$ cat config.mk
export PLATFORM = sky130hd
export DESIGN_NAME = multi_rate_divider
export DESIGN_NICKNAME = d
export VERILOG_FILES = /design/src/rtl/multi_rate_divider.sv
export SDC_FILE = /design/constraint.sdc
export NUM_CORES = 1
export LEC_CHECK = 0
export ABC_AREA = 1
export BUFFER_PORTS_ARGS = -buffer_cell sky130_fd_sc_hd__buf_4
export CAP_MARGIN = 20
export CORE_MARGIN = 1.5
export CORE_UTILIZATION = 40
export CTS_CLUSTER_SIZE = 25
export DETAILED_ROUTE_END_ITERATION = 8
export SYNTH_ARGS = -nofsm -noshare
export SYNTH_HDL_FRONTEND = slang
export SYNTH_SLANG_ARGS = --single-unit
$ cat constraint.sdc
create_clock -name ClockIn -period 2 [get_ports ClockIn]
set_clock_uncertainty 0.2 [all_clocks]
set_input_delay 0.5 -clock ClockIn [delete_from_list [all_inputs] [get_ports ClockIn]]
set_output_delay 0.5 -clock ClockIn [all_outputs]
set_load 0.01 [all_outputs]
$ cat src/rtl/multi_rate_divider.sv
// Multi-channel programmable rate divider: each channel counts its own period and
// emits a one-cycle Tick, in periodic or one-shot mode, with start/stop/load control.
module multi_rate_divider #(
  parameter int                NUM_CH         = 4,
  parameter int                CNT_W          = 27,
  parameter int                DEFAULT_PERIOD = 50000000,
  parameter logic [NUM_CH-1:0] AUTO_START     = '0,
  parameter int                CH_W           = 2
) (
  input  logic              ClockIn,
  input  logic              Reset,
  input  logic [NUM_CH-1:0] Start,
  input  logic [NUM_CH-1:0] Stop,
  input  logic [NUM_CH-1:0] OneShot,
  input  logic              Load,
  input  logic [CH_W-1:0]   LoadCh,
  input  logic [CNT_W-1:0]  PeriodIn,
  output logic [NUM_CH-1:0] Tick,
  output logic [NUM_CH-1:0] Running,
  output logic [NUM_CH-1:0] Done
);

  localparam logic [CNT_W-1:0] DEF_PERIOD = CNT_W'(DEFAULT_PERIOD);
  localparam logic [CNT_W-1:0] ONE        = CNT_W'(1);

  logic [CNT_W-1:0]  period_q  [NUM_CH];
  logic [CNT_W-1:0]  period_d  [NUM_CH];
  logic [CNT_W-1:0]  counter_q [NUM_CH];
  logic [CNT_W-1:0]  counter_d [NUM_CH];
  logic [NUM_CH-1:0] running_q, running_d;
  logic [NUM_CH-1:0] oneshot_q, oneshot_d;
  logic [NUM_CH-1:0] done_q,    done_d;
  logic [NUM_CH-1:0] tick_q,    tick_d;

  always_comb begin
    // NOTE: every signal written here gets its default first, so no path can leave one unassigned and infer a latch.
    period_d  = period_q;
    counter_d = counter_q;
    running_d = running_q;
    oneshot_d = oneshot_q;
    done_d    = done_q;
    tick_d    = '0;

    for (int i = 0; i < NUM_CH; i++) begin
      if (Stop[i]) begin
        running_d[i] = 1'b0;
      end else if (Start[i] && (period_q[i] != '0)) begin
        // Start always reloads from the period held before this edge's Load.
        counter_d[i] = period_q[i] - ONE;
        running_d[i] = 1'b1;
        oneshot_d[i] = OneShot[i];
        done_d[i]    = 1'b0;
      end else if (running_q[i]) begin
        if (counter_q[i] == '0) begin
          tick_d[i] = 1'b1;
          if (oneshot_q[i]) begin
            done_d[i]    = 1'b1;
            running_d[i] = 1'b0;
          end else if (period_q[i] == '0) begin
            // A zero period cannot be reloaded, so the finished count parks the channel.
            running_d[i] = 1'b0;
          end else begin
            counter_d[i] = period_q[i] - ONE;
          end
        end else begin
          counter_d[i] = counter_q[i] - ONE;
        end
      end

      if (Load && (int'(LoadCh) == i)) begin
        period_d[i] = PeriodIn;
      end
    end
  end

  always_ff @(posedge ClockIn) begin
    if (Reset) begin
      // NOTE: the period array is a handful of flops, not a RAM, so it is reset like any other state.
      for (int i = 0; i < NUM_CH; i++) begin
        period_q[i]  <= DEF_PERIOD;
        counter_q[i] <= DEF_PERIOD - ONE;
      end
      running_q <= AUTO_START;
      oneshot_q <= '0;
      done_q    <= '0;
      tick_q    <= '0;
    end else begin
      // NOTE: non-blocking assignments make every flop sample its _d at the same edge, independent of statement order.
      period_q  <= period_d;
      counter_q <= counter_d;
      running_q <= running_d;
      oneshot_q <= oneshot_d;
      done_q    <= done_d;
      tick_q    <= tick_d;
    end
  end

  assign Tick    = tick_q;
  assign Running = running_q;
  assign Done    = done_q;

endmodule

# Yosys cells after proc, flatten, opt, wreduce, memory -nomap -nowiden

Cells that the tools add are included.

Logic and storage cells: 164
Input port bits: 44
Register bits after elaboration: 232
Output and inout port bits: 12

Add/subtract/negate cells: 8
Eq/ne operators: 11
Multiplexer cells: 60
Bitwise logic cells: 8
Reductions and logical operators: 53

Operators by type and width:

| cell                  | number |
|---|---|
| $mux 27               | 20 |
| $logic_not 27->1      | 8 |
| $sub 27x1->27 const B | 8 |
| $reduce_bool 27->1    | 4 |
| $mux 1                | 40 |
| $reduce_and 4->1      | 8 |
| $ne 3x3->1 const B    | 8 |
| $reduce_bool 2->1     | 12 |
| $reduce_or 4->1       | 4 |
| $logic_and 1x1->1     | 8 |
| $not 1->1             | 8 |
| $reduce_and 2->1      | 4 |
| $reduce_or 2->1       | 4 |
| $eq 2x2->1 const B    | 2 |
| $eq 2x1->1 const B    | 1 |
| $logic_not 2->1       | 1 |

# Longest topological paths before layout

Depth after elaboration: 6
Depth in mapped cells: 15
Mapped depth without buffers: 15

# Worst setup path after synthesis

Ideal clock, no wire load.

Kind: flip-flop to flip-flop
From: register period_q[27] (netlist name)
To: register counter_q[48] (netlist name)
Buffers on the path: 2
Required time: 1.685 ns
Path slack: 0.135 ns
Arrival: 1.551 ns
Cell stages (with the launch flop): 14
Library setup time: 0.115 ns
Period minus slack after synthesis: 1.865 ns
Cells stage by stage: dfxtp_1 > inv_1 > ha_1 > nand3_1 > nor2_2 > nand3_2 > nand2_4 > nand2_4 > buf_6 > buf_6 > nor2_1 > nand2_1 > nand3_1 > nand2_1

Word-level cells in the longest chain between the ends: 6
Elaborated cells between the ends (all ways): 13
Those cells by class: add/sub: 1; eq/ne: 2; mux: 5; reduce/logical: 5

Ends and longest elaborated chain:

| element                       | line   | source |
|---|---|---|
| start, declared               | 26     | `logic [CNT_W-1:0] period_q [NUM_CH];` |
| start signal, assigned        | 89     | `period_q <= period_d;` |
| $sub 27x1->27                 | 49, 63 |  |
| $mux 27                       | 59     | `end else if (period_q[i] == '0) begin` |
| $mux 27                       | 56     | `if (oneshot_q[i]) begin` |
| $mux 27                       | 54     | `if (counter_q[i] == '0) begin` |
| $mux 27                       | 53     | `end else if (running_q[i]) begin` |
| $mux 27                       | 47     | `end else if (Start[i] && (period_q[i] != '0)) begin` |
| end signal, assigned by index | 81     | `counter_q[i] <= DEF_PERIOD - ONE;` |
| end signal, assigned          | 90     | `counter_q <= counter_d;` |
| end, declared                 | 28     | `logic [CNT_W-1:0] counter_q [NUM_CH];` |

Parallel ways exist; a longest one is shown, timed or not. The select of a mux whose other input is x is not followed.
A chain may end at the register's enable or synchronous reset.

# Worst setup path after layout

From: register period_q[82] (netlist name)
To: register counter_q[97] (netlist name)

Same word-level chain as after synthesis.

==> results.cfg <==
[power_and_ir_drop]
p_leak_nw = 8.97
p_total_w = 0.0140
vdd.ir_drop.worst_mv = 0.569
p_per_area_nw_per_um2 = 675

[setup_path]
end_kind = flop
cpPeakStageDelay_ns = 0.32
r2r_cells = 14
timing.rr.start = period_q[82]
cp_num_buf_inv = 3
crit_slowest_cell = dfxtp_2
crit_chain = inv_4, ha_4, inv_2, nor2_1, nand4_1, nor2_1, nand2_2, nand2_4, nand3_4, nand2_8, buf_6, nand2_1, nand2_1, nor2_1
arrival_ns = 2.35
crit_type = flop to flop
timing.rr.end = counter_q[97]
cp_max_fo = 6
critPathRequiredTime_ns = 2.26
cp-start-kind = flop
rrSetupSlack_ns = -0.09
critPathMostFrequentCell = nor2_1
cp_top_family = simple AND/OR/NAND/NOR gates

[yosys]
yosys_warnings = 0
synth-edff-count = 0
synth_area_leaders = dfxtp_1, nand2_1, nor2_1
syn_area_per_cell_um2 = 6.41
synth.largest_area_cell = dfxtp_1
ys.flop_type = dfxtp_1
yosysSeqAreaShare_pct = 30.8
ys_ff_latch = 232
synth_nets = 2414
syn_area_um2 = 15100
synth_top_area_share_pct = 30.8
ys_async_sr_fraction_pct = 0
synth_cell_types = 47
postSynthCellCount = 2354

[cts]
clockRootBuffer = clkbuf_16
clock_latency_ns = 0.57
cts_sinks = 232
clockBufferDepth = 3
path_clk_slew_ns = 0.06
numCtsBuffers = 29
cts_max_level = 1
cts_tree = yes

[floorplanning]
num_rows = 70
dieArea_um2 = 38900
die_y_um = 197
die_x_um = 197
ioPinCount = 56
initial_core_util_pct = 40.9
core_area_um2 = 36900

[layout]
multi_input_area_um2 = 10100
mostFrequentLayoutCells = nand2_1, buf_4, nor2_1, dfxtp_1, inv_1
seqCellArea_um2 = 4670
instances_no_fill = 3214
fin_nets = 2748
layout-drive-gt1-share_pct = 28.7
fillers = 3500
layout_commonest_cell = nand2_1
syn_to_final_growth_pct = 37.6
antenna_cells = 0
final_util_pct = 56.3

[placed_design]
place.gp.congestion = 0.932
dp_cells = 3103
dpl.hpwl_um = 36000
portBuffers = 55

[route]
drt-total-wl_um = 50100
num_vias = 16177
ant_nets = 0
first_pass_iters = 5
viasPerCell = 5.03
wl_per_cell_um = 15.6
route.detailed.drc = 0
drt_iter0_markers = 1126

[run_status]
status = finished with violations
violations = negative setup slack

[min_path]
min_from = PeriodIn[17]
min_path_type = input pin to flop
min_path_cells = 3
hold_path_end = period_q[17]

[global_route]
grt_max_degree = 61
overflow = 0
antenna_found_initial = 0
grt_first_pass_wirelength_um = 77300
grt_usage_pct = 24.7
grt_pass1_vias = 15136

[sta]
fin_crit_ns = 2.09
finalHoldViolCount = 0
worst_slew_pin_slew_ns = 0.607
report.final.slew_viol_count = 0
rsz0062_at_grt = true
setup_slack_ns = -0.0883
maxSlewHeadroom_pct = 59.5
period_share_pct = 104
fmax_mhz = 479
setup_viol = 22

[job]
cap_violations = 0
report_power, final:
group / leakage [nW] / internal (W) / switching (W)
combinational: 6.53 / 0.00123 / 0.00163
clock: 0.528 / 0.00376 / 0.00219
sequential: 1.91 / 0.00492 / 0.000265
total: 8.97 / 0.00991 / 0.00409
cells in the mapped netlist (3+ instances only):
cell type    n
xor2_1      97
nand3_1    189
a21oi_1    120
o21ai_1     49
nor2_1     335
nand2_4     10
nand2_2     17
or2_2        3
buf_2       11
clkbuf_1    37
nor2_4      19
nor2_2      47
nor4_1       9
nand2_1    604
inv_2       20
dfxtp_1    232
buf_1        7
nand3b_1     6
buf_6       18
and2_1       5
o21ai_0    124
nand4_1     31
inv_4        3
buf_4        7
xnor2_1     27
nand3_2      9
nor3_1      35
o211ai_2     5
ha_1        16
o211ai_1    40
inv_1      201
worst max-delay path by stage:
stage            startpoint       endpoint  cells after the start
6_report       period_q[82]  counter_q[97]                     14
2_1_floorplan  period_q[27]  counter_q[48]                     13
3_3_place_gp   period_q[27]  counter_q[36]                     11
5_1_grt        period_q[82]  counter_q[88]                     15
4_1_cts        period_q[54]  counter_q[68]                     12
3_5_place_dp   period_q[27]  counter_q[36]                     11
repair_timing:
item                                   CTS  global route
setup endpoints to repair               95           108
resized for setup                       50           315
pin swaps                               16            85
setup buffers                            4            33
endpoints found under the hold margin    7             0
hold buffers                             6             0
gates cloned                             1            14
logic make-up after synthesis:
family                   share of synthesized area, %
adder cells (fa/ha/maj)                          1.33
flip-flops                                       30.8
XOR/XNOR                                         7.20
AO/OA/AOI/OAI                                    12.7
AND/OR/NAND/NOR                                  39.2
buffers and inverters                            8.81
tightest hold or removal path: stages:
cell	delay [ns]
buf_4	0.13
nand2_1	0.06
nand3_1	0.05
flip-flops by register name, indices dropped and copies added (netlist names):
name       cells
Done           4
counter_q    108
period_q     108
Running        4
Tick           4
oneshot_q      4
metal layers:
metal / wire length [um] / global-route usage (%) / vias to the layer above
met5: 0 / 0 / -
met4: 1940 / 8.99 / 0
met3: 1820 / 2.63 / 98
met2: 23700 / 41.6 / 293
met1: 22700 / 32.6 / 7502
li1: - / - / 8284
layout make-up:
class                           instances  area share, %
Multi-Input combinational cell       1820           48.8
Tap cell                              504           3.04
Inverter                              225           4.54
Sequential cell                       232           22.5
Clock inverter                         14           1.19
Timing Repair Buffer                  380           16.0
Clock buffer                           39           3.97
through the flow:
stage	hold WS (ns)	area (um^2)	TNS (ns)	worst slack [ns]
floorplan	0.238	15100	0	0.135
global placement	0.249	17800	-2.09	-0.166
finish	0.0103	20800	-0.585	-0.0883
detailed placement	0.254	17800	-3.54	-0.183
CTS	0.00215	19200	-0.0585	-0.0206
global route	0.00957	20800	-6.00	-0.182
(Power assumes the default switching activity.)
